$ cat src/rtl/lcd_pkg.sv
`default_nettype none
// ============================================================================
// Module      : lcd_pkg
// Description : Shared HD44780 bus timing defaults and status-read state enum.
// Revision    : 1.0 - initial release
// ============================================================================
package lcd_pkg;

    localparam int LCD_SETUP_CYC  = 3;
    localparam int LCD_E_HIGH_CYC = 15;
    localparam int LCD_E_LOW_CYC  = 15;
    localparam int LCD_MAX_POLLS  = 255;
    localparam int LCD_BF_BIT     = 7;

    typedef enum logic [2:0] {
        ST_IDLE   = 3'd0,
        ST_SETUP  = 3'd1,
        ST_E_HIGH = 3'd2,
        ST_E_LOW  = 3'd3,
        ST_DONE   = 3'd4
    } lcd_rd_state_t;

    function automatic int lcd_max3(input int a, input int b, input int c);
        int m;
        m = (a > b) ? a : b;
        return (m > c) ? m : c;
    endfunction

endpackage
`default_nettype wire

$ cat src/rtl/lcd_phase_timer.sv
`default_nettype none
// ============================================================================
// Module      : lcd_phase_timer
// Description : Loadable down-counter; done is high in the last cycle of a phase.
// Revision    : 1.0 - initial release
// ============================================================================
module lcd_phase_timer #(
    parameter int WIDTH = 4
) (
    input  logic             clk,
    input  logic             rst,
    input  logic             load,
    input  logic [WIDTH-1:0] load_val,
    output logic             done
);

    logic [WIDTH-1:0] cnt_q, cnt_d;
    logic             run_q, run_d;

    always_comb begin
        cnt_d = cnt_q;
        run_d = run_q;
        if (load) begin
            cnt_d = load_val;
            run_d = 1'b1;
        end else if (run_q) begin
            if (cnt_q == '0) begin
                run_d = 1'b0;
            end else begin
                cnt_d = cnt_q - 1'b1;
            end
        end
    end

    always_ff @(posedge clk or negedge rst) begin
        if (!rst) begin
            cnt_q <= '0;
            run_q <= 1'b0;
        end else begin
            cnt_q <= cnt_d;
            run_q <= run_d;
        end
    end

    assign done = run_q && (cnt_q == '0);

endmodule
`default_nettype wire

$ cat src/rtl/lcd_status_reader.sv
`default_nettype none
// ============================================================================
// Module      : lcd_status_reader
// Description : HD44780 instruction-register reader returning busy flag and
//               address counter, with optional poll-until-ready.
// Revision    : 1.0 - initial release
// ============================================================================
module lcd_status_reader
    import lcd_pkg::*;
#(
    parameter int SETUP_CYC  = LCD_SETUP_CYC,
    parameter int E_HIGH_CYC = LCD_E_HIGH_CYC,
    parameter int E_LOW_CYC  = LCD_E_LOW_CYC,
    parameter int MAX_POLLS  = LCD_MAX_POLLS
) (
    input  logic       clk,
    input  logic       rst,
    input  logic       rd_req,
    input  logic       wait_ready,
    input  logic [7:0] lcd_db_in,
    output logic       lcd_RS,
    output logic       lcd_RW,
    output logic       lcd_E,
    output logic       bus_own,
    output logic       rd_ack,
    output logic       busy_flag,
    output logic [6:0] addr_cnt,
    output logic       timeout
);

    localparam int TW = $clog2(lcd_max3(SETUP_CYC, E_HIGH_CYC, E_LOW_CYC) + 1);

    localparam logic [TW-1:0] c_setup_ld  = TW'(SETUP_CYC - 1);
    localparam logic [TW-1:0] c_high_ld   = TW'(E_HIGH_CYC - 1);
    localparam logic [TW-1:0] c_low_ld    = TW'(E_LOW_CYC - 1);
    localparam logic [7:0]    c_max_polls = 8'(MAX_POLLS);

    lcd_rd_state_t state_q, state_d;
    logic          wait_q, wait_d;
    logic [7:0]    polls_q, polls_d;
    logic          timeout_q, timeout_d;
    logic          busy_q, busy_d;
    logic [6:0]    addr_q, addr_d;
    logic          e_q, e_d;
    logic          own_q, own_d;
    logic          ack_q, ack_d;

    logic          tmr_load;
    logic [TW-1:0] tmr_val;
    logic          tmr_done;

    lcd_phase_timer #(
        .WIDTH (TW)
    ) u_timer (
        .clk      (clk),
        .rst      (rst),
        .load     (tmr_load),
        .load_val (tmr_val),
        .done     (tmr_done)
    );

    always_comb begin
        state_d   = state_q;
        wait_d    = wait_q;
        polls_d   = polls_q;
        timeout_d = timeout_q;
        busy_d    = busy_q;
        addr_d    = addr_q;
        tmr_load  = 1'b0;
        tmr_val   = c_setup_ld;
        case (state_q)
            ST_IDLE: begin
                if (rd_req) begin
                    state_d   = ST_SETUP;
                    tmr_load  = 1'b1;
                    tmr_val   = c_setup_ld;
                    wait_d    = wait_ready;
                    polls_d   = 8'd0;
                    timeout_d = 1'b0;
                end
            end
            ST_SETUP: begin
                if (tmr_done) begin
                    state_d  = ST_E_HIGH;
                    tmr_load = 1'b1;
                    tmr_val  = c_high_ld;
                end
            end
            ST_E_HIGH: begin
                // Sample on the edge closing the last E-high cycle, E still high.
                if (tmr_done) begin
                    state_d  = ST_E_LOW;
                    tmr_load = 1'b1;
                    tmr_val  = c_low_ld;
                    busy_d   = lcd_db_in[LCD_BF_BIT];
                    addr_d   = lcd_db_in[LCD_BF_BIT-1:0];
                    polls_d  = polls_q + 8'd1;
                end
            end
            ST_E_LOW: begin
                if (tmr_done) begin
                    if (wait_q && busy_q) begin
                        if (polls_q < c_max_polls) begin
                            state_d  = ST_SETUP;
                            tmr_load = 1'b1;
                            tmr_val  = c_setup_ld;
                        end else begin
                            timeout_d = 1'b1;
                            state_d   = ST_DONE;
                        end
                    end else begin
                        state_d = ST_DONE;
                    end
                end
            end
            ST_DONE: begin
                state_d = ST_IDLE;
            end
            default: begin
                state_d = ST_IDLE;
            end
        endcase
    end

    // Pin outputs are decoded from the next state so they are glitch-free flops.
    always_comb begin
        e_d   = (state_d == ST_E_HIGH);
        own_d = (state_d != ST_IDLE);
        ack_d = (state_d == ST_DONE);
    end

    always_ff @(posedge clk or negedge rst) begin
        if (!rst) begin
            state_q   <= ST_IDLE;
            wait_q    <= 1'b0;
            polls_q   <= 8'd0;
            timeout_q <= 1'b0;
            busy_q    <= 1'b0;
            addr_q    <= 7'd0;
            e_q       <= 1'b0;
            own_q     <= 1'b0;
            ack_q     <= 1'b0;
        end else begin
            state_q   <= state_d;
            wait_q    <= wait_d;
            polls_q   <= polls_d;
            timeout_q <= timeout_d;
            busy_q    <= busy_d;
            addr_q    <= addr_d;
            e_q       <= e_d;
            own_q     <= own_d;
            ack_q     <= ack_d;
        end
    end

    assign lcd_RS    = 1'b0;
    assign lcd_RW    = own_q;
    assign lcd_E     = e_q;
    assign bus_own   = own_q;
    assign rd_ack    = ack_q;
    assign busy_flag = busy_q;
    assign addr_cnt  = addr_q;
    assign timeout   = timeout_q;

endmodule
`default_nettype wire

$ cat config.mk
export PLATFORM = sky130hd
export DESIGN_NAME = lcd_status_reader
export DESIGN_NICKNAME = d
export VERILOG_FILES = /design/src/rtl/lcd_pkg.sv /design/src/rtl/lcd_phase_timer.sv /design/src/rtl/lcd_status_reader.sv
export SDC_FILE = /design/constraint.sdc
export NUM_CORES = 1
export LEC_CHECK = 0
export ABC_CLOCK_PERIOD_IN_PS = 2400
export CORE_ASPECT_RATIO = 1.75
export CORE_MARGIN = 1.5
export CORE_UTILIZATION = 47
export DETAILED_ROUTE_END_ITERATION = 16
export GPL_TIMING_DRIVEN = 0
export MAX_ROUTING_LAYER = met4
export PLACE_DENSITY_LB_ADDON = 0.3
export SYNTH_ARGS = -nofsm -noshare
export SYNTH_HDL_FRONTEND = slang
export SYNTH_HIERARCHICAL = 1
export SYNTH_SLANG_ARGS = --single-unit
$ cat constraint.sdc
create_clock -name clk -period 2.4 [get_ports clk]
set_input_delay 0.48 -clock clk [delete_from_list [all_inputs] [get_ports clk]]
set_output_delay 0.48 -clock clk [all_outputs]
set_load 0.005 [all_outputs]
==> flow_summary.ini <==
[place]
place_congestion = 0.803
place_hpwl_um = 2290
io_buffer_count = 24
dp_slack_ps = -152

[cells_and_area]
syn2layout_area_growth_pct = 32.5
regArea_um2 = 726
final_util = 0.664
diodes = 0
final_nets = 213
drive_gt1_frac = 0.135
multi_input_area_um2 = 704
num-fill-cells = 246

[routing]
wl_per_cell_um = 13.4
drtIter0Drc = 34
drcViolationCount = 0
dr.pass1.iters = 4
routed_via_density = 5.19
num_vias = 1255
ant_nets = 0
routed_wirelength_um = 3250

[yosys]
syn-cell-area_mm2 = 0.00148
ys.flop_type = dfrtp_1
yosysWarnings = 6
ys_types = 43
synth_edf_count = 0
yosysTopAreaCellShare = 0.489
yosys-top-cells-area = dfrtp_1 49%, nand2_1 9.6%, mux2i_1 4.0%, nand2b_1 2.1%, a21oi_1 2.0%
yosys.area.top_type = dfrtp_1
synth_cells = 160
synth_seq_cells = 29
syn_area_per_cell_um2 = 9.27
async_flop_share = 1.00
seq_area_frac_synth = 0.489

[worst_setup_path]
critical_path_peak_fanout = 7
critPathArrivalTime_ps = 2430
critPathKind = reg -> reg
reg2reg_from = u_timer/cnt_q[1]$_DFFE_PN0P_
r2r-end = u_timer/cnt_q[3]$_DFFE_PN0P_
reg2reg_setup_slack_ps = 130
start_kind = flip-flop
required_ps = 2560
cp-end-kind = flip-flop
startpoint = u_timer/cnt_q[1]$_DFFE_PN0P_
rr_worst_depth = 10

[outcome]
outcome = completed

[clock_network]
cts-root-buf = clkbuf_8
clk_pin_slew_worst_paths_ps = 60
h-tree-depth = 2
clkLatencyLatePin_ps = 280
cts_tree = yes
cts_max_path_buffers = 2
numCtsBuffers = 5
cts_sinks = 29

[timing]
fin_crit_sh = 0.945
setup_slack_ps = 132
fin_crit_ps = 2270
max_freq_mhz = 441
fin_worst_skew_ps = 2.18
finalSetupTns_ps = 0
hold_viol_final = 0
setup_viol = 0
maxSlewHeadroom = 0.459
worst_pin_slew_ps = 801
report.final.slew_viol_count = 0

[power_and_ir_drop]
finalPower_mw = 2.31
cellPowerDensity_mw_per_mm2 = 1170
max-vdd-ir-drop_mv = 0.922
p_leak_nw = 0.853

[floorplanning]
die_area_mm2 = 0.00352
rows = 26
initial_core_util = 0.501
fp.dieW_um = 45.5
core_area_mm2 = 0.00296
fp.dieH_um = 77.3
io_pins = 26

[flow_run]
max_cap_viol_count = 0

[global_routing]
grt_max_degree = 30
grt_pass1_wl_um = 5290
track_usage = 0.210
grt_overflow = 0
grt_pass1_vias = 1217
antenna_found_initial = 0

[hold_path]
hold_path.class = in -> async
-- flip-flops by register name (all words and copies together) (netlist names), 3 cells and up --
| name | cells |
|---|---|
| polls_q | 8 |
| state_q | 3 |
| addr_cnt | 7 |
| u_timer/cnt_q | 4 |
-- cell families after synthesis --
family,Yosys count,share of synthesized area
AND/OR/NAND/NOR,82,0.302
flip-flops,29,0.489
AO/OA/AOI/OAI,21,0.0911
buffers and inverters,17,0.0497
multiplexers,6,0.0405
adder cells (fa/ha/maj),2,0.0169
other,2,0.00506
XOR/XNOR,1,0.00590
-- metrics by stage --
stage | area, um^2 | cells | hold WS [ps]
after global routing | 1970 | 242 | 263
after floorplan | 1490 | 161 | 184
after global placement | 1780 | 227 | 459
after detailed placement | 1780 | 227 | 461
after CTS | 1930 | 238 | 477
final | 1970 | 242 | 217
-- what timing repair did --
action | in CTS | in global routing
endpoints found under the setup margin | 5 | 9
buffers inserted | 3 | 4
hold buffers | 0 | 0
pin swaps | 0 | 2
gates resized for setup | 4 | 4
gates cloned | 0 | 0
-- cell usage in the layout (no fill, tap or decap), types with 2 or more instances in the layout --
master and count:
a21oi_1 6, buf_2 2, buf_4 11, clkbuf_1 6, clkbuf_8 6, clkdlybuf4s50_1 23, conb_1 3, dfrtp_1 29
inv_1 6, mux2i_1 5, nand2_1 38, nand2b_1 5, nand3_1 4, nand4_1 2, nand4bb_1 2, nor2_1 7
nor2b_1 2, nor3_1 3, nor3b_1 2, nor4_1 3, nor4bb_1 2, o21ai_0 3, o21ai_1 2, o31ai_1 2
or4_1 2
-- synthesized netlist by cell type, drive strengths merged, types with 4 or more instances --
| cell | count |
|---|---|
| nand2 | 38 |
| mux2i | 6 |
| nor2 | 7 |
| dfrtp | 29 |
| a21oi | 6 |
| buf | 4 |
| o21ai | 5 |
| nand3 | 4 |
| nand2b | 5 |
| clkbuf | 6 |
| inv | 7 |
-- critical path, stage by stage (launching register included) --
cell      delay, ps
dfrtp_1         400
inv_1           100
ha_4            160
or3b_4          390
nor2_1          100
buf_4           160
mux2i_1          70
a311oi_1        220
buf_4           190
nor3_1           50
a221o_1         320
-- where the power goes --
part,total (mW),internal (mW),switching [mW]
combinational,0.980,0.533,0.447
clock,0.517,0.338,0.179
sequential,0.809,0.662,0.148
-- per-layer routing --
metal	GRT usage	share of wire
met5	-	0
met2	0.342	0.55
met3	0.0581	0.024
met4	0.103	0.024
met1	0.221	0.40
-- final cells by class --
class / count / share of cell area
sequential: 29 / 0.369
timing repair buffer: 31 / 0.146
multi-input combinational: 115 / 0.358
clock inverter: 1 / 0.0153
clock buffer: 7 / 0.0439
buffer: 10 / 0.0274
tap: 42 / 0.0267
inverter: 7 / 0.0134
-- how the worst max path moves through the flow --
stage	endpoint	slack, ps	cells after the start
after floorplan	u_timer/cnt_q[3]$_DFFE_PN0P_	80	10
after global placement	u_timer/cnt_q[3]$_DFFE_PN0P_	-130	10
after detailed placement	u_timer/cnt_q[3]$_DFFE_PN0P_	-150	10
after CTS	u_timer/cnt_q[3]$_DFFE_PN0P_	20	10
after global routing	u_timer/cnt_q[0]$_DFFE_PN0P_	-10	12
final	u_timer/cnt_q[3]$_DFFE_PN0P_	130	10
Power figures use the tool's default switching activity.
